$ cat src/rtl/argmax_scan_if.sv
// Handshake and data bundle for the argmax scanner.
// The requester drives START/SCORES; the scanner returns status and result.
interface argmax_scan_if #(
  parameter int N_CLASS = 46,
  parameter int DW      = 32
);
  logic                  START;
  logic [N_CLASS*DW-1:0] SCORES;
  logic                  BUSY;
  logic                  DONE;
  logic [5:0]            CLASS;
  logic [DW-1:0]         MAX_VAL;
  logic                  VALID;

  modport master (
    output START, SCORES,
    input  BUSY, DONE, CLASS, MAX_VAL, VALID
  );

  modport slave (
    input  START, SCORES,
    output BUSY, DONE, CLASS, MAX_VAL, VALID
  );
endinterface

$ cat src/rtl/argmax_scan.sv
// Sequential argmax over N_CLASS signed scores, one comparison per clock.
// Scores are snapshotted when a scan starts, so the bus may change freely
// during the scan. Ties keep the lowest class index.
module argmax_scan #(
  parameter int N_CLASS = 46,
  parameter int DW      = 32
) (
  input logic          CLK,
  input logic          RESET,
  argmax_scan_if.slave bus
);
  localparam int IW = (N_CLASS > 1) ? $clog2(N_CLASS) : 1;

  typedef enum logic [1:0] {IDLE, SCAN, FIN} state_t;

  state_t                state_reg;
  logic [IW-1:0]         cnt_reg;
  logic [IW-1:0]         idx_reg;
  logic signed [DW-1:0]  max_reg;
  logic                  busy_reg;
  logic                  done_reg;
  logic                  valid_reg;
  logic [5:0]            class_reg;
  logic [DW-1:0]         max_val_reg;

  logic signed [DW-1:0]  score_in [N_CLASS];
  logic signed [DW-1:0]  snap_reg [N_CLASS];

  logic                  load;
  logic signed [DW-1:0]  cand;
  logic                  better;
  logic signed [DW-1:0]  max_next;
  logic [IW-1:0]         idx_next;

  // Unflatten the score bus, class 0 at the LSBs.
  for (genvar gi = 0; gi < N_CLASS; gi++) begin : g_unpack
    assign score_in[gi] = bus.SCORES[gi*DW +: DW];
  end

  assign load = (state_reg == IDLE) && bus.START && !RESET;

  // Snapshot of the scores, captured only when a scan is accepted.
  always_ff @(posedge CLK) begin
    if (load) begin
      snap_reg <= score_in;
    end
  end

  // Running comparison: strictly greater replaces, so ties keep the earlier index.
  always_comb begin
    cand     = snap_reg[cnt_reg];
    better   = (cand > max_reg);
    max_next = better ? cand : max_reg;
    idx_next = better ? cnt_reg : idx_reg;
  end

  // Control FSM with registered status and result outputs.
  always_ff @(posedge CLK) begin
    if (RESET) begin
      state_reg   <= IDLE;
      cnt_reg     <= '0;
      idx_reg     <= '0;
      max_reg     <= '0;
      busy_reg    <= 1'b0;
      done_reg    <= 1'b0;
      valid_reg   <= 1'b0;
      class_reg   <= '0;
      max_val_reg <= '0;
    end else begin
      done_reg <= 1'b0;
      case (state_reg)
        IDLE: begin
          if (bus.START) begin
            busy_reg <= 1'b1;
            max_reg  <= score_in[0];
            idx_reg  <= '0;
            if (N_CLASS == 1) begin
              // Single class: nothing to compare, publish class 0 directly.
              state_reg   <= FIN;
              done_reg    <= 1'b1;
              valid_reg   <= 1'b1;
              class_reg   <= '0;
              max_val_reg <= score_in[0];
              cnt_reg     <= '0;
            end else begin
              state_reg <= SCAN;
              valid_reg <= 1'b0;
              cnt_reg   <= IW'(1);
            end
          end
        end
        SCAN: begin
          max_reg <= max_next;
          idx_reg <= idx_next;
          if (cnt_reg == IW'(N_CLASS - 1)) begin
            // Last comparison: publish the result in the same edge.
            state_reg   <= FIN;
            cnt_reg     <= '0;
            done_reg    <= 1'b1;
            valid_reg   <= 1'b1;
            class_reg   <= 6'(idx_next);
            max_val_reg <= max_next;
          end else begin
            cnt_reg <= cnt_reg + IW'(1);
          end
        end
        FIN: begin
          state_reg <= IDLE;
          busy_reg  <= 1'b0;
        end
        default: begin
          state_reg <= IDLE;
          busy_reg  <= 1'b0;
        end
      endcase
    end
  end

  assign bus.BUSY    = busy_reg;
  assign bus.DONE    = done_reg;
  assign bus.VALID   = valid_reg;
  assign bus.CLASS   = class_reg;
  assign bus.MAX_VAL = max_val_reg;
endmodule

$ cat src/flat_wrapper.sv
// flat-port wrapper written by rule: the top's interface ports become plain ports
module argmax_scan_flat 
#(
  parameter int N_CLASS = 46,
  parameter int DW      = 32
)
  (CLK, RESET, bus_START, bus_SCORES, bus_BUSY, bus_DONE, bus_CLASS, bus_MAX_VAL, bus_VALID);
  argmax_scan_if #(.N_CLASS(N_CLASS), .DW(DW)) bus_i ();
  input logic CLK;
  input logic RESET;
  input wire logic [$bits(bus_i.START)-1:0] bus_START;
  input wire logic [$bits(bus_i.SCORES)-1:0] bus_SCORES;
  output wire logic [$bits(bus_i.BUSY)-1:0] bus_BUSY;
  output wire logic [$bits(bus_i.DONE)-1:0] bus_DONE;
  output wire logic [$bits(bus_i.CLASS)-1:0] bus_CLASS;
  output wire logic [$bits(bus_i.MAX_VAL)-1:0] bus_MAX_VAL;
  output wire logic [$bits(bus_i.VALID)-1:0] bus_VALID;
  assign bus_i.START = bus_START;
  assign bus_i.SCORES = bus_SCORES;
  assign bus_BUSY = bus_i.BUSY;
  assign bus_DONE = bus_i.DONE;
  assign bus_CLASS = bus_i.CLASS;
  assign bus_MAX_VAL = bus_i.MAX_VAL;
  assign bus_VALID = bus_i.VALID;
  argmax_scan #(.N_CLASS(N_CLASS), .DW(DW)) u_core (.CLK(CLK), .RESET(RESET), .bus(bus_i));
endmodule
$ cat config.mk
export PLATFORM = sky130hd
export DESIGN_NAME = argmax_scan_flat
export DESIGN_NICKNAME = d
export VERILOG_FILES = /design/src/rtl/argmax_scan_if.sv /design/src/rtl/argmax_scan.sv /design/src/flat_wrapper.sv
export SDC_FILE = /design/constraint.sdc
export NUM_CORES = 2
export LEC_CHECK = 0
export ABC_AREA = 0
export CAP_MARGIN = 15
export CORE_AREA = 2 2 586 588
export DETAILED_ROUTE_END_ITERATION = 6
export DIE_AREA = 0 0 588 590
export PLACE_DENSITY = 0.34
export REMOVE_ABC_BUFFERS = 1
export SETUP_SLACK_MARGIN = 0.1
export SLEW_MARGIN = 10
export SYNTH_ARGS = -nofsm -noshare
export SYNTH_HDL_FRONTEND = slang
export SYNTH_SLANG_ARGS = --single-unit
$ cat constraint.sdc
create_clock -name CLK -period 114.3 [get_ports CLK]
set_input_delay 22.86 -clock CLK [delete_from_list [all_inputs] [get_ports CLK]]
set_output_delay 22.86 -clock CLK [all_outputs]
set_load 0.02 [all_outputs]
======== Word level (Yosys, flattened, before mapping) ========
Index checks and enable logic that the tools add are counted.
W data, S select, Z words.
cells by class
  add/subtract/negate cells ............... 1
  order comparisons ....................... 2
  equal/unequal tests ..................... 4
  multiplexer cells ....................... 21
  bitwise gates (word level) .............. 2
  reduce and logical (&&, ||, !) cells .... 11
operators by type and width
  kind                   number
  $bmux W32 S6           1
  $mux W32               4
  $pmux W32 S2           1
  $gt A32 B32 Y1         1
  $mux W6                4
  $pmux W6 S2            2
  $reduce_and A2 Y1      4
  $ge A7 B7 Y1 const B   1
  $not A6 Y7             1
  $add A6 B1 Y6 const B  1
  $eq A6 B6 Y1 const B   1
  $mux W1                4
  $mux W2                2
  $pmux W1 S2            2
  $pmux W2 S2            1
  $reduce_and A3 Y1      1
  $eq A2 B1 Y1 const B   1
  $logic_and A1 B1 Y1    2
  $logic_not A2 Y1       1
  $ne A2 B1 Y1 const B   1
  $ne A2 B2 Y1 const B   1
  $reduce_bool A2 Y1     1
  $reduce_or A2 Y1       1
  $logic_not A1 Y1       1
  $not A1 Y1             1
word-level totals
  register bits ........................... 1559
  input port bits ......................... 1475
  output and inout bits ................... 41
  logic and storage cells ................. 96

======== Longest topological paths before layout ========
  word-level depth ........................ 7
  mapped depth ............................ 21
  mapped depth without buffers ............ 15

======== Least setup slack after synthesis ========
OpenSTA, ideal clock, no wires.
  path kind ............................... input to register
  start point ............................. input RESET
  end point ............................... register u_core.snap_reg[0] (netlist name) (enable)
  setup time .............................. 3.364 ns
  data arrival time ....................... 84.152 ns
  required time ........................... 110.936 ns
  slack ................................... 26.784 ns
  cell stages on the path ................. 3
  path buffers ............................ 2
  cells stage by stage .................... clkbuf_1 > clkbuf_1 > nor2_1
between the ends
  longest elaborated chain between the ends .. 2
RTL lines
  item                  RTL line            RTL
  start, declared       flat_wrapper.sv:10  input logic RESET;
  $logic_not A1 Y1      argmax_scan.sv:40   assign load = (state_reg == IDLE) && bus.START && !RESET;
  $logic_and A1 B1 Y1   argmax_scan.sv:40
  net u_core.load       argmax_scan.sv:29   logic load;
  end signal, assigned  argmax_scan.sv:45   snap_reg <= score_in;
  end, declared         argmax_scan.sv:27   logic signed [DW-1:0] snap_reg [N_CLASS];
The timed path passes the listed nets, and every way through them passes these cells.
A chain may end at the register's enable or synchronous reset.

======== Worst setup path in the final report ========
  start point ............................. input bus_START
  end point ............................... register u_core.snap_reg[1456] (netlist name) (enable)
between the ends
  longest elaborated chain between the ends .. 2
RTL lines
  item                              RTL line            RTL
  start, declared                   flat_wrapper.sv:11  input wire logic [$bits(bus_i.START)-1:0] bus_START;
  $logic_and A1 B1 Y1 (2 in a row)  argmax_scan.sv:40
  net u_core.load                   argmax_scan.sv:29
The timed path passes the listed nets, and every way through them passes these cells.

==> run metrics <==
setup repair after global routing missed its margin no; DR iter-0 viols 2,797; total core area 341,000 um2; Reg2Reg Setup Slack 105.04 ns; Synth Instances 3,112; Final Max Slew Viols 0; Final #Nets 6,222; clock skew 0.0555 ns; multi-input logic area 13,600 um2; vias in the first global route 40,300; first-pass iteration count of the detailed router 5; Max clock buf depth 4; Rel. slew slack 15.5%; warnings from Yosys 0; Synth Flop Type edfxtp_1; final WL 304,000 um; worst skew pair latency 0.89 ns; Slowest-stage cell, CP buf_4; residual DRC count 0; share of layout cells above drive strength 1 13.4%; Fillers 35,100; critical path's most frequent cell buf_12; first-pass GRT wire length 390,000 um; final setup vio count 0; row count 215; Worst Hold Endpoint u_core.bus.MAX_VAL[31]; max FFs per register 1,472; post-layout util 25.7%; Routed Antenna Nets 0; reg2reg start u_core.cnt_reg[0]; most frequent cell after synthesis edfxtp_1; post-layout minimum cycle time 26.90 ns; worst min path class reg -> reg; post-cts sizing count 0; cts bufs inserted 201; Initial Util 17.8%; Port Buf Inserts 1,515; Yosys reg bits 1,559; register area share after synthesis 75.5%; asr flop ratio synth 0%; Die Span Y 590 um; Worst Hold Path Cells 2; GRT Residual Overflow 0; largest area contributor in the netlist edfxtp_1; Layout area overhead 44.2%; Max Freq 37.2 MHz; initial antenna violation count 278; RR Endpoint u_core.bus.MAX_VAL[21]; crit start category input port; CP required 114.78 ns; CP Class in -> reg; vias per cell 3.95; worst-case reg-to-reg path depth 18; synth top area cells edfxtp_1 (73%), mux4_2 (9.7%), mux2i_1 (4.0%), dfxtp_1 (2.9%), a21oi_1 (0.90%); # hold bufs at CTS 0; Period Utilization, post-route 23.5%; crit end category flip-flop; Syn Area/Cell 19.5 um2; Post-Syn Area 60,800 um2; clock sinks 1,559; status finished clean; VDD IR max 0.0105 mV; # IOs 1,516; detailed-route via count 37,600; Post-synth EDFFs 1,472; critical path peak fanout 189; RD Place Congestion 0.764; CTS tree yes; crit-path leading delay family buffers and inverters; chip width 588 um; Final Hold Viols 0; clock root buffer clkbuf_16; Post-synth top cells edfxtp_1 (1,472), mux4_2 (261), mux2i_1 (246); pwr dens 16.5 nW/um2; Worst path max stage delay 0.91 ns; sequential cell area 46,000 um2; CP arrival 27.37 ns; final setup TNS 0 ns; crit path cell chain clkdlybuf4s50_1 -> nand3b_1 -> nor2_4 -> buf_12 -> buf_12 -> buf_4; Total GRT Usage 16.9%; die area 347,000 um2; Buf/Inv on CP 4; Synth top area share 72.7%; H-tree depth reported by CTS 4; dpl hpwl 230,000 um; largest net degree at the start of global routing 196; CTS clk-pin slew, worst paths 0.06 ns; HP Start u_core.bus.MAX_VAL[31]; Worst-Margin Slew 1.25 ns; max_cap viols 0; post-synthesis cell type count 64; setup bufs post-CTS 0; Pleak 27.8 nW; wire per inst 31.9 um
[worst reg2reg max path: stages, from the launching register on]
cell and delay, ns:
dfxtp_4 0.82, buf_4 0.68, buf_4 0.75, buf_12 0.58, buf_4 1.00, mux2i_1 0.19, a221oi_1 0.47, o21ai_0 0.16
a22o_1 0.23, o21ai_1 0.76, ha_1 0.41, a21o_1 0.16, nand3_1 0.08, a211oi_1 0.09, o41ai_2 0.46, a21o_2 0.75
nand2_2 0.69, o21ai_0 0.68, o21ai_0 0.13
[how the worst max path moves through the flow]
stage	start	endpoint	cells after the start
after global placement	bus_START	u_core.snap_reg[497]	6
final	bus_START	u_core.snap_reg[1456]	6
after global routing	bus_START	u_core.snap_reg[1041]	6
after CTS	bus_START	u_core.snap_reg[905]	6
after floorplan	bus_START	u_core.snap_reg[0]	2
after detailed placement	bus_START	u_core.snap_reg[529]	6
[layout make-up]
class | instances | area share [%]
Antenna cell | 89 | 0.254
Clock buffer | 252 | 6.05
Clock inverter | 110 | 1.09
Inverter | 38 | 0.163
Multi-Input combinational cell | 1319 | 15.5
Sequential cell | 1559 | 52.4
Tap cell | 4557 | 6.50
Timing Repair Buffer | 1594 | 18.1
[power breakdown]
part           internal (mW)  leakage [nW]  total, mW  switching, mW
sequential             0.655          14.4      0.664        0.00914
combinational         0.0816          10.4      0.161         0.0797
clock                  0.357          3.04      0.622          0.265
total                   1.09          27.8       1.45          0.354
[cells by family (layout without fill, tap and decap cells)]
logic type	Yosys count	after routing	synth area share, %
AOI/OAI and AO/OA	524	524	5.73
muxes	510	510	13.8
other	0	89	0
DFF	1559	1559	75.5
adders and majority gates	34	34	0.699
and+or+nand+nor	248	248	1.88
buffers and inverters	234	1994	2.33
xor gates and xnor gates	3	3	0.0432
[placed cells by master, fill, tap and decap left out, types with 70 or more instances in the layout]
cell	instances
a21oi_1	109
buf_4	70
clkbuf_16	205
clkdlybuf4s50_1	1514
dfxtp_1	81
diode_2	89
edfxtp_1	1472
mux2i_1	246
mux4_2	261
nand2_1	71
o21ai_1	82
[layer usage]
layer  up-vias  GRT usage, %  part of all wire [%]
met5         -             0                  0.47
met4       228          6.54                   3.7
li1      16300             -                     -
met1     18900          18.2                    36
met2      1601          29.4                    50
met3       682          7.17                   9.4
[metrics by stage]
step	cell area, um2	power [mW]	worst slack [ns]	std cells	hold slack (ns)
floorplan	59500	0.834	26.37	2916	0.442
global placement	81200	0.842	86.49	9065	0.444
detailed placement	81200	0.843	86.48	9066	0.444
CTS	87500	1.48	87.48	9428	0.452
global route	87600	1.51	87.20	9463	0.472
finish	87700	1.45	87.40	9518	0.447
Note: power is estimated with default switching activity, not from simulation.
